`src/rtl/tlul_pkg.sv`:
```
// Shared TL-UL definitions: field widths, opcode enums and channel structs.
package tlul_pkg;

  localparam int TL_AW    = 32;
  localparam int TL_DW    = 32;
  localparam int TL_MW    = TL_DW / 8;
  localparam int TL_SZW   = 3;
  localparam int TL_SRCW  = 2;
  localparam int TL_SINKW = 1;
  localparam int TL_OPW   = 3;
  localparam int TL_PW    = 3;

  typedef enum logic [TL_OPW-1:0] {
    PUT_FULL_DATA    = 3'd0,
    PUT_PARTIAL_DATA = 3'd1,
    GET              = 3'd4
  } tl_a_op_e;

  typedef enum logic [TL_OPW-1:0] {
    ACCESS_ACK      = 3'd0,
    ACCESS_ACK_DATA = 3'd1
  } tl_d_op_e;

  typedef struct packed {
    logic [TL_OPW-1:0]  opcode;
    logic [TL_PW-1:0]   param;
    logic [TL_SZW-1:0]  size;
    logic [TL_SRCW-1:0] source;
    logic [TL_AW-1:0]   address;
    logic [TL_MW-1:0]   mask;
    logic [TL_DW-1:0]   data;
  } tl_a_t;

  typedef struct packed {
    logic [TL_OPW-1:0]   opcode;
    logic [TL_PW-1:0]    param;
    logic [TL_SZW-1:0]   size;
    logic [TL_SRCW-1:0]  source;
    logic [TL_SINKW-1:0] sink;
    logic [TL_DW-1:0]    data;
    logic                error;
  } tl_d_t;

endpackage

```
`src/rtl/tlul_sync_2ff.sv`:
```
// Two-flop synchronizer bringing asynchronous pin inputs into the clock domain.
module tlul_sync_2ff #(
  parameter int WIDTH = 32
) (
  input  logic             i_clk,
  input  logic             i_reset_n,
  input  logic [WIDTH-1:0] i_d,
  output logic [WIDTH-1:0] o_q
);

  logic [WIDTH-1:0] r_meta;
  logic [WIDTH-1:0] r_sync;

  // Metastability stage followed by the stable output stage.
  always_ff @(posedge i_clk or negedge i_reset_n) begin
    if (!i_reset_n) begin
      r_meta <= {WIDTH{1'b0}};
      r_sync <= {WIDTH{1'b0}};
    end else begin
      r_meta <= i_d;
      r_sync <= r_meta;
    end
  end

  assign o_q = r_sync;

endmodule

```
`src/rtl/tlul_gpio_slave.sv`:
```
// TL-UL device-side responder for a 32-pin GPIO block with edge interrupts.
// One outstanding transaction; responses are fully registered.
module tlul_gpio_slave
  import tlul_pkg::*;
#(
  parameter int                    ADDR_WIDTH   = 32,
  parameter int                    DATA_WIDTH   = 32,
  parameter int                    MASK_WIDTH   = DATA_WIDTH / 8,
  parameter int                    SIZE_WIDTH   = 3,
  parameter int                    SRC_WIDTH    = 2,
  parameter int                    SINK_WIDTH   = 1,
  parameter int                    OPCODE_WIDTH = 3,
  parameter int                    PARAM_WIDTH  = 3,
  parameter logic [ADDR_WIDTH-1:0] BASE_ADDR    = 32'h4000_0000
) (
  input  logic                    i_clk,
  input  logic                    i_reset_n,
  input  logic                    i_a_valid,
  output logic                    o_a_ready,
  input  logic [OPCODE_WIDTH-1:0] i_a_opcode,
  input  logic [PARAM_WIDTH-1:0]  i_a_param,
  input  logic [SIZE_WIDTH-1:0]   i_a_size,
  input  logic [SRC_WIDTH-1:0]    i_a_source,
  input  logic [ADDR_WIDTH-1:0]   i_a_address,
  input  logic [MASK_WIDTH-1:0]   i_a_mask,
  input  logic [DATA_WIDTH-1:0]   i_a_data,
  output logic                    o_d_valid,
  input  logic                    i_d_ready,
  output logic [OPCODE_WIDTH-1:0] o_d_opcode,
  output logic [PARAM_WIDTH-1:0]  o_d_param,
  output logic [SIZE_WIDTH-1:0]   o_d_size,
  output logic [SRC_WIDTH-1:0]    o_d_source,
  output logic [SINK_WIDTH-1:0]   o_d_sink,
  output logic [DATA_WIDTH-1:0]   o_d_data,
  output logic                    o_d_error,
  input  logic [DATA_WIDTH-1:0]   i_gpio_in,
  output logic [DATA_WIDTH-1:0]   o_gpio_out,
  output logic [DATA_WIDTH-1:0]   o_gpio_oe,
  output logic                    o_intr
);

  localparam logic [2:0] OFF_OUT         = 3'd0;
  localparam logic [2:0] OFF_OE          = 3'd1;
  localparam logic [2:0] OFF_IN          = 3'd2;
  localparam logic [2:0] OFF_INTR_STATE  = 3'd3;
  localparam logic [2:0] OFF_INTR_ENABLE = 3'd4;

  typedef enum logic [0:0] {
    ST_IDLE = 1'b0,
    ST_RESP = 1'b1
  } state_e;

  // Expands the byte mask into a per-bit write mask.
  function automatic logic [DATA_WIDTH-1:0] mask_to_bits(input logic [MASK_WIDTH-1:0] m);
    logic [DATA_WIDTH-1:0] b;
    b = {DATA_WIDTH{1'b0}};
    for (int i = 0; i < MASK_WIDTH; i++) begin
      b[8*i +: 8] = {8{m[i]}};
    end
    return b;
  endfunction

  state_e                  r_state;
  state_e                  w_state_next;
  logic [DATA_WIDTH-1:0]   w_gpio_sync;
  logic [DATA_WIDTH-1:0]   r_sync_prev;
  logic [DATA_WIDTH-1:0]   r_out;
  logic [DATA_WIDTH-1:0]   r_oe;
  logic [DATA_WIDTH-1:0]   r_intr_state;
  logic [DATA_WIDTH-1:0]   r_intr_en;
  logic [OPCODE_WIDTH-1:0] r_d_opcode;
  logic [SIZE_WIDTH-1:0]   r_d_size;
  logic [SRC_WIDTH-1:0]    r_d_source;
  logic [DATA_WIDTH-1:0]   r_d_data;
  logic                    r_d_error;

  logic                    w_accept;
  logic                    w_is_get;
  logic                    w_is_put;
  logic                    w_error;
  logic                    w_wr_en;
  logic [2:0]              w_offset;
  logic [DATA_WIDTH-1:0]   w_bits;
  logic [DATA_WIDTH-1:0]   w_rdata;
  logic [DATA_WIDTH-1:0]   w_rise;
  logic [DATA_WIDTH-1:0]   w_clr;
  logic                    w_unused_param;

  assign w_unused_param = ^i_a_param;

  tlul_sync_2ff #(.WIDTH(DATA_WIDTH)) u_sync (
    .i_clk     (i_clk),
    .i_reset_n (i_reset_n),
    .i_d       (i_gpio_in),
    .o_q       (w_gpio_sync)
  );

  // Request decode, error classification and read-data selection.
  always_comb begin
    w_offset = i_a_address[4:2];
    w_accept = (r_state == ST_IDLE) && i_a_valid;
    w_is_get = (i_a_opcode == GET);
    w_is_put = (i_a_opcode == PUT_FULL_DATA) || (i_a_opcode == PUT_PARTIAL_DATA);
    w_error  = (i_a_address[ADDR_WIDTH-1:5] != BASE_ADDR[ADDR_WIDTH-1:5])
            || (w_offset > OFF_INTR_ENABLE)
            || !(w_is_get || w_is_put)
            || (i_a_size > SIZE_WIDTH'(2))
            || (i_a_address[1:0] != 2'b00)
            || ((i_a_opcode == PUT_FULL_DATA) && (!(&i_a_mask) || (i_a_size != SIZE_WIDTH'(2))))
            || (w_is_put && (w_offset == OFF_IN));
    w_wr_en  = w_accept && w_is_put && !w_error;
    w_bits   = mask_to_bits(i_a_mask);
    w_rise   = w_gpio_sync & ~r_sync_prev;
    if (w_wr_en && (w_offset == OFF_INTR_STATE)) begin
      w_clr = i_a_data & w_bits;
    end else begin
      w_clr = {DATA_WIDTH{1'b0}};
    end
    case (w_offset)
      OFF_OUT:         w_rdata = r_out;
      OFF_OE:          w_rdata = r_oe;
      OFF_IN:          w_rdata = w_gpio_sync;
      OFF_INTR_STATE:  w_rdata = r_intr_state;
      OFF_INTR_ENABLE: w_rdata = r_intr_en;
      default:         w_rdata = {DATA_WIDTH{1'b0}};
    endcase
  end

  // Next-state logic: accept in IDLE, hold the response until D handshake.
  always_comb begin
    w_state_next = r_state;
    case (r_state)
      ST_IDLE: begin
        if (i_a_valid) begin
          w_state_next = ST_RESP;
        end else begin
          w_state_next = ST_IDLE;
        end
      end
      ST_RESP: begin
        if (i_d_ready) begin
          w_state_next = ST_IDLE;
        end else begin
          w_state_next = ST_RESP;
        end
      end
      default: w_state_next = ST_IDLE;
    endcase
  end

  // State register.
  always_ff @(posedge i_clk or negedge i_reset_n) begin
    if (!i_reset_n) begin
      r_state <= ST_IDLE;
    end else begin
      r_state <= w_state_next;
    end
  end

  // GPIO registers, edge-detect flop and interrupt status (set beats clear).
  always_ff @(posedge i_clk or negedge i_reset_n) begin
    if (!i_reset_n) begin
      r_out        <= {DATA_WIDTH{1'b0}};
      r_oe         <= {DATA_WIDTH{1'b0}};
      r_intr_en    <= {DATA_WIDTH{1'b0}};
      r_intr_state <= {DATA_WIDTH{1'b0}};
      r_sync_prev  <= {DATA_WIDTH{1'b0}};
    end else begin
      r_sync_prev  <= w_gpio_sync;
      r_intr_state <= (r_intr_state & ~w_clr) | w_rise;
      if (w_wr_en && (w_offset == OFF_OUT)) begin
        r_out <= (r_out & ~w_bits) | (i_a_data & w_bits);
      end
      if (w_wr_en && (w_offset == OFF_OE)) begin
        r_oe <= (r_oe & ~w_bits) | (i_a_data & w_bits);
      end
      if (w_wr_en && (w_offset == OFF_INTR_ENABLE)) begin
        r_intr_en <= (r_intr_en & ~w_bits) | (i_a_data & w_bits);
      end
    end
  end

  // Response fields captured at acceptance and held until the next one.
  always_ff @(posedge i_clk or negedge i_reset_n) begin
    if (!i_reset_n) begin
      r_d_opcode <= {OPCODE_WIDTH{1'b0}};
      r_d_size   <= {SIZE_WIDTH{1'b0}};
      r_d_source <= {SRC_WIDTH{1'b0}};
      r_d_data   <= {DATA_WIDTH{1'b0}};
      r_d_error  <= 1'b0;
    end else if (w_accept) begin
      r_d_opcode <= w_is_get ? ACCESS_ACK_DATA : ACCESS_ACK;
      r_d_size   <= i_a_size;
      r_d_source <= i_a_source;
      r_d_data   <= (w_is_get && !w_error) ? w_rdata : {DATA_WIDTH{1'b0}};
      r_d_error  <= w_error;
    end
  end

  assign o_a_ready  = (r_state == ST_IDLE);
  assign o_d_valid  = (r_state == ST_RESP);
  assign o_d_opcode = r_d_opcode;
  assign o_d_param  = {PARAM_WIDTH{1'b0}};
  assign o_d_size   = r_d_size;
  assign o_d_source = r_d_source;
  assign o_d_sink   = {SINK_WIDTH{1'b0}};
  assign o_d_data   = r_d_data;
  assign o_d_error  = r_d_error;
  assign o_gpio_out = r_out;
  assign o_gpio_oe  = r_oe;
  assign o_intr     = |(r_intr_state & r_intr_en);

endmodule
```
`config.mk`:
```
export PLATFORM = sky130hd
export DESIGN_NAME = tlul_gpio_slave
export DESIGN_NICKNAME = d
export VERILOG_FILES = /design/src/rtl/tlul_pkg.sv /design/src/rtl/tlul_sync_2ff.sv /design/src/rtl/tlul_gpio_slave.sv
export SDC_FILE = /design/constraint.sdc
export NUM_CORES = 1
export LEC_CHECK = 0
export ABC_AREA = 0
export CORE_MARGIN = 5
export CORE_UTILIZATION = 40
export CTS_CLUSTER_DIAMETER = 200
export DETAILED_ROUTE_END_ITERATION = 16
export HOLD_SLACK_MARGIN = 0.05
export PLACE_DENSITY = 0.67
export SLEW_MARGIN = 20
export SYNTH_ARGS = -nofsm -noshare
export SYNTH_HDL_FRONTEND = slang
export SYNTH_SLANG_ARGS = --single-unit
```
`constraint.sdc`:
```
create_clock -name i_clk -period 2.7 [get_ports i_clk]
set_clock_uncertainty 0.15 [all_clocks]
set_input_delay 0.81 -clock i_clk [delete_from_list [all_inputs] [get_ports i_clk]]
set_output_delay 0.81 -clock i_clk [all_outputs]
set_load 0.02 [all_outputs]
```
# After elaboration in Yosys (flattened, before gate mapping)

Index checks and enable logic that the tools add are counted.

Bits in writable memories: 0
Logic and storage cells: 72
Flip-flop bits (word level): 266
Memories kept: 0
Input port bits: 115
Latch bits: 0
ROM bits: 0
Output and inout bits: 112

Multipliers: 0
Add/sub/neg operators: 0
Reductions and logical operators: 27
Multiplexer cells: 7
Shift-type cells: 0
Bitwise logic cells: 15
$lt $le $gt $ge: 2
Equality and inequality tests: 8
Divide/modulo/power cells: 0

Operator list:

| cell                                                                            | number |
|---|---|
| 32-bit bitwise AND                                                              | 7 |
| 32-bit one-hot mux with 5 select lines                                          | 1 |
| 32-bit bitwise OR                                                               | 4 |
| 32-bit inverter                                                                 | 3 |
| 32-bit two-way mux                                                              | 2 |
| 32-bit OR reduction                                                             | 1 |
| 27-bit by 26-bit inequality test with 1-bit output, second input constant       | 1 |
| 1-bit logical AND                                                               | 10 |
| 1-bit logical OR                                                                | 9 |
| 3-bit by 1-bit equality test with 1-bit output, second input constant           | 2 |
| 3-bit by 2-bit equality test with 1-bit output, second input constant           | 2 |
| 3-bit equality test, second input constant                                      | 2 |
| 3-bit zero test                                                                 | 2 |
| 4-bit AND reduction                                                             | 1 |
| 3-bit by 2-bit greater-than comparator with 1-bit output, second input constant | 1 |
| 3-bit greater-than comparator, second input constant                            | 1 |
| 1-bit zero test                                                                 | 3 |
| 1-bit two-way mux                                                               | 3 |
| 3-bit by 2-bit inequality test with 1-bit output, second input constant         | 1 |
| 1-bit one-hot mux with 2 select lines                                           | 1 |
| 2-bit nonzero test                                                              | 1 |
| 1-bit inverter                                                                  | 1 |

# Logic depth before layout (Yosys ltp)

Depth in word-level cells: 16
Mapped depth: 8
Mapped depth without buffers: 5

# Cells and area by module

From an unflattened synthesis, not the netlist that was laid out.

Cell total of the unflattened synthesis: 791
Area, all modules: 10358.7 um^2

By module, submodules not included:

| module          | times used | area each (um^2) | cells each |
|---|---|---|---|
| tlul_gpio_slave | 1          | 8757.1           | 727 |
| tlul_sync_2ff   | 1          | 1601.5           | 64 |

# Worst setup path before layout

Ideal clock, no wire load.

Path type: input to register
Start: in i_a_address[5]
End: reg r_intr_state[21]
Library setup time: 123 ps
Buffers on the path: 1
Cell stages on the path: 6
Data arrival time: 2620 ps
Setup slack: -193 ps
Data required time: 2427 ps
Path through: or4_1 or4_1 or4_4 buf_6 o21ai_1 o21ai_1

Word-level cells in the longest chain between the ends: 14

RTL lines:

| item                                               | line                   | source |
|---|---|---|
| start: declaration                                 | tlul_gpio_slave.sv:24  | `input logic [ADDR_WIDTH-1:0] i_a_address,` |
| 27-bit by 26-bit inequality test with 1-bit output | tlul_gpio_slave.sv:104 | `w_error = (i_a_address[ADDR_WIDTH-1:5] != BASE_ADDR[ADDR_WIDTH-1:5])` |
| 1-bit logical OR                                   | tlul_gpio_slave.sv:105 | `\|\| (w_offset > OFF_INTR_ENABLE)` |
| 1-bit logical OR                                   | tlul_gpio_slave.sv:106 | `\|\| !(w_is_get \|\| w_is_put)` |
| 1-bit logical OR                                   | tlul_gpio_slave.sv:107 | `\|\| (i_a_size > SIZE_WIDTH'(2))` |
| 1-bit logical OR                                   | tlul_gpio_slave.sv:108 | `\|\| (i_a_address[1:0] != 2'b00)` |
| 1-bit logical OR                                   | tlul_gpio_slave.sv:109 | `\|\| ((i_a_opcode == PUT_FULL_DATA) && (!(&i_a_mask) \|\| (i_a_size != SIZE_WIDTH'(2))))` |
| 1-bit logical OR                                   | tlul_gpio_slave.sv:110 | `\|\| (w_is_put && (w_offset == OFF_IN));` |
| 1-bit zero test                                    | tlul_gpio_slave.sv:111 | `w_wr_en = w_accept && w_is_put && !w_error;` |
| 1-bit logical AND                                  | tlul_gpio_slave.sv:111 |  |
| 1-bit logical AND                                  | tlul_gpio_slave.sv:114 | `if (w_wr_en && (w_offset == OFF_INTR_STATE)) begin` |
| 32-bit two-way mux                                 | tlul_gpio_slave.sv:114 |  |
| 32-bit inverter                                    | tlul_gpio_slave.sv:170 | `r_intr_state <= (r_intr_state & ~w_clr) \| w_rise;` |
| 32-bit bitwise AND                                 | tlul_gpio_slave.sv:170 |  |
| 32-bit bitwise OR                                  | tlul_gpio_slave.sv:170 |  |
| end signal: assignment                             | tlul_gpio_slave.sv:166 | `r_intr_state <= {DATA_WIDTH{1'b0}};` |
| end signal: assignment                             | tlul_gpio_slave.sv:170 |  |
| end: declaration                                   | tlul_gpio_slave.sv:69  | `logic [DATA_WIDTH-1:0] r_intr_state;` |

Every way passes these cells.
A chain may end at the register's enable or synchronous reset.

==> metrics.md <==
| Metric | Value |
|---|---|
| Run status | `finished, violations left` |
| Failing checks | `setup timing` |
| Layout Nets | `1256` |
| Switching pwr | `1940 uW` |
| Critical Path Start Type | `flop` |
| Final Hold Fails | `0` |
| Final Util | `60.5%` |
| Mean Syn Cell Area | `13.0 um2` |
| Power share of the sequential group | `48.7%` |
| Comb power frac | `8.0%` |
| Tmin final | `3.11 ns` |
| Placeable Area | `25300 um2` |
| PortBufs | `217` |
| Number of global-route vias before repair | `8388` |
| Synth Flop Type | `dfrtp_1` |
| Async S/R FF share, synth | `100%` |
| Critical path endpoint category | `output port` |
| Top cells by area, synth | `dfrtp_1 (64%), mux2_2 (9.8%), nand2_1 (3.7%)` |
| Top-area cell type share of the netlist area | `64.3%` |
| Worst-Margin Slew | `0.723 ns` |
| Area leader, netlist | `dfrtp_1` |
| Ys Warns | `0` |
| Sum Neg Setup Slack | `-0.408 ns` |
| RSZ-0062 raised after global routing | `true` |
| Internal | `6460 uW` |
| WL per Instance | `21.4 um` |
| R2R cell count | `7` |
| FF+latch count, synth | `264` |
| MaxCap Viol Count | `0` |
| Count leader, synth | `dfrtp_1` |
| Post-synth top cells | `dfrtp_1 (264), nand2_1 (100), mux2_2 (89), o21ai_1 (61), o21ai_0 (58)` |
| Area Overhead vs Synth | `48.6%` |
| Die width | `170 um` |
| Drt first pass iters | `5` |
| Crit path max fanout | `2` |
| Post-Layout Inst Area | `15300 um2` |
| Clock Tree Root | `clkbuf_16` |
| FMAX | `322 MHz` |
| PnR worst setup slack | `-0.408 ns` |
| IO Count | `227` |
| Starting Density | `40.7%` |
| Mapped Area | `10300 um2` |
| WS Path Type | `reg2out` |
| Lkg Pwr | `0.00703 uW` |
| PwrDens | `551 nW/um2` |
| HP Class | `in2async` |
| CTS tree | `built` |
| Post-route ant nets | `0` |
| CTS max path bufs | `3` |
| Tcrit/Tclk final | `115%` |
| Synth cell types | `35` |
| Clk sinks | `264` |
| Final number of setup-violating endpoints | `1` |
| Chip Height | `170 um` |
| DRC viols | `0` |
| VDD IR max | `378 uV` |
| Final HPWL DP | `22000 um` |
| First-pass GRT wire length | `49100 um` |
| Routed vias/inst | `5.26` |
| H-Tree Depth | `1` |
| Register Area | `6610 um2` |
| Total track usage | `21.6%` |
| Post-place instance area | `13800 um2` |
| Clock Latency Late Sink | `0.53 ns` |
| Initial antenna violation count | `1` |
| GRT Residual Overflow | `0` |
| GPL Wtd Cong | `0.812` |
| Fill cell total of the finished layout | `2017` |
| Full die area | `29000 um2` |
| Total CTS buffers | `27` |
| Switching Fraction | `23.1%` |
| Rows | `58` |
| Worst EP arrival | `2.15 ns` |
| Clock transition at the registers of the reported paths | `0.06 ns` |
| Post-synthesis cell count | `789` |
| Max Slew Vio Count | `0` |
| Layout cell share with drive strength beyond 1 | `31.3%` |
| EDFF count, synth | `0` |
| Via count | `7838` |
| Multi-input logic area | `3720 um2` |
| Max-slew headroom | `51.7%` |
| Post-Route WL | `31800 um` |
| Clock Power Share | `43.3%` |
| Initial DRC Count | `511` |
| Sequential area share after synthesis | `64.3%` |
| Worst EP required | `1.74 ns` |
| Largest net degree at the start of global routing | `58` |
[area by class of cell]
class	instances	share of cell area [%]
inverter	34	0.836
multi-input combinational	456	24.4
tap	330	2.70
sequential	264	43.3
clock inverter	11	0.738
antenna	1	0.0164
timing repair buffer	358	23.2
clock buffer	37	4.87
[path summary, 6_finish.rpt]
kind | start | end | slack (ns)
min in group i_clk | u_sync.r_meta[24]$_DFF_PN0_ | u_sync.o_q[24]$_DFF_PN0_ | 0.19
max in group asynchronous | i_reset_n | o_d_data[15]$_DFFE_PN0P_ | 1.65
hold / removal | i_reset_n | r_sync_prev[3]$_DFF_PN0_ | 0.08
hold reg to reg | u_sync.r_meta[24]$_DFF_PN0_ | u_sync.o_q[24]$_DFF_PN0_ | 0.19
setup / recovery | flop | o_intr | -0.41
setup reg to reg | o_d_valid$_DFF_PN0_ | r_intr_state[6]$_DFF_PN0_ | 0.07
[kinds of logic (layout without fill, tap and decap cells)]
family / count (synthesis) / in the layout / synth area share [%]
other: 1 / 7 / 0.0365
flip-flops: 264 / 264 / 64.3
AND/OR/NAND/NOR: 151 / 151 / 7.29
buffers and inverters: 74 / 440 / 3.23
multiplexers: 130 / 130 / 15.4
AO/OA/AOI/OAI: 169 / 169 / 9.74
[worst max-delay path, stage by stage (launching register included)]
cell and delay, ns:
dfrtp_1 0.39, a22o_1 0.28, a221oi_2 0.17, nand3_1 0.11
or4_4 0.52, buf_6 0.15
[through the flow]
stage	instances	setup WS (ns)	total power [uW]	hold slack, ns
final	1491	-0.408	8410	0.0848
after global routing	1491	-0.495	8730	0.103
after CTS	1485	-0.401	8460	0.0840
after detailed placement	1424	-0.835	4820	0.185
after global placement	1424	-0.823	4810	0.182
after floorplan	794	-0.179	4360	0.181
[cell usage in the layout, fill, tap and decap left out, types with 4 or more instances in the layout]
cell type        instances
buf_2                    6
o21ai_0                 55
a221oi_1                18
mux2i_1                 20
nand4_1                  5
or4_4                    4
o21ai_1                 36
conb_1                   6
clkdlybuf4s50_1        179
nor4_2                   7
clkinv_2                 7
mux2_2                  88
a22oi_1                 23
nand3_2                  5
buf_12                  15
clkbuf_16               28
nand3_4                  7
mux2_4                   4
clkbuf_1                 7
mux4_2                  13
buf_6                   11
inv_1                   34
dlymetal6s2s_1          16
buf_4                  111
dfrtp_1                264
mux2_1                   5
dlygate4sd2_1           10
nand2_1                100
o21ai_2                 28
[power by group through the flow]
stage                     combinational [uW]  clock (uW)  sequential (uW)
final                                    670        3640             4090
after global routing                     728        3900             4100
after CTS                                666        3700             4090
after detailed placement                 656           0             4170
after global placement                   653           0             4160
after floorplan                          182           0             4180
[layer usage]
metal	track usage, %	routed length, um
met5	0	0
met4	5.10	673
met3	4.60	2190
met2	35.8	15500
met1	29.5	13500
[repair_timing]
item                       in CTS  in global routing
setup endpoints to repair     151                161
cloned                          3                  2
pin swaps                      33                 20
setup buffers                  11                  3
gates resized for setup        86                 62
hold buffers                    0                  0
(Power assumes the default switching activity.)
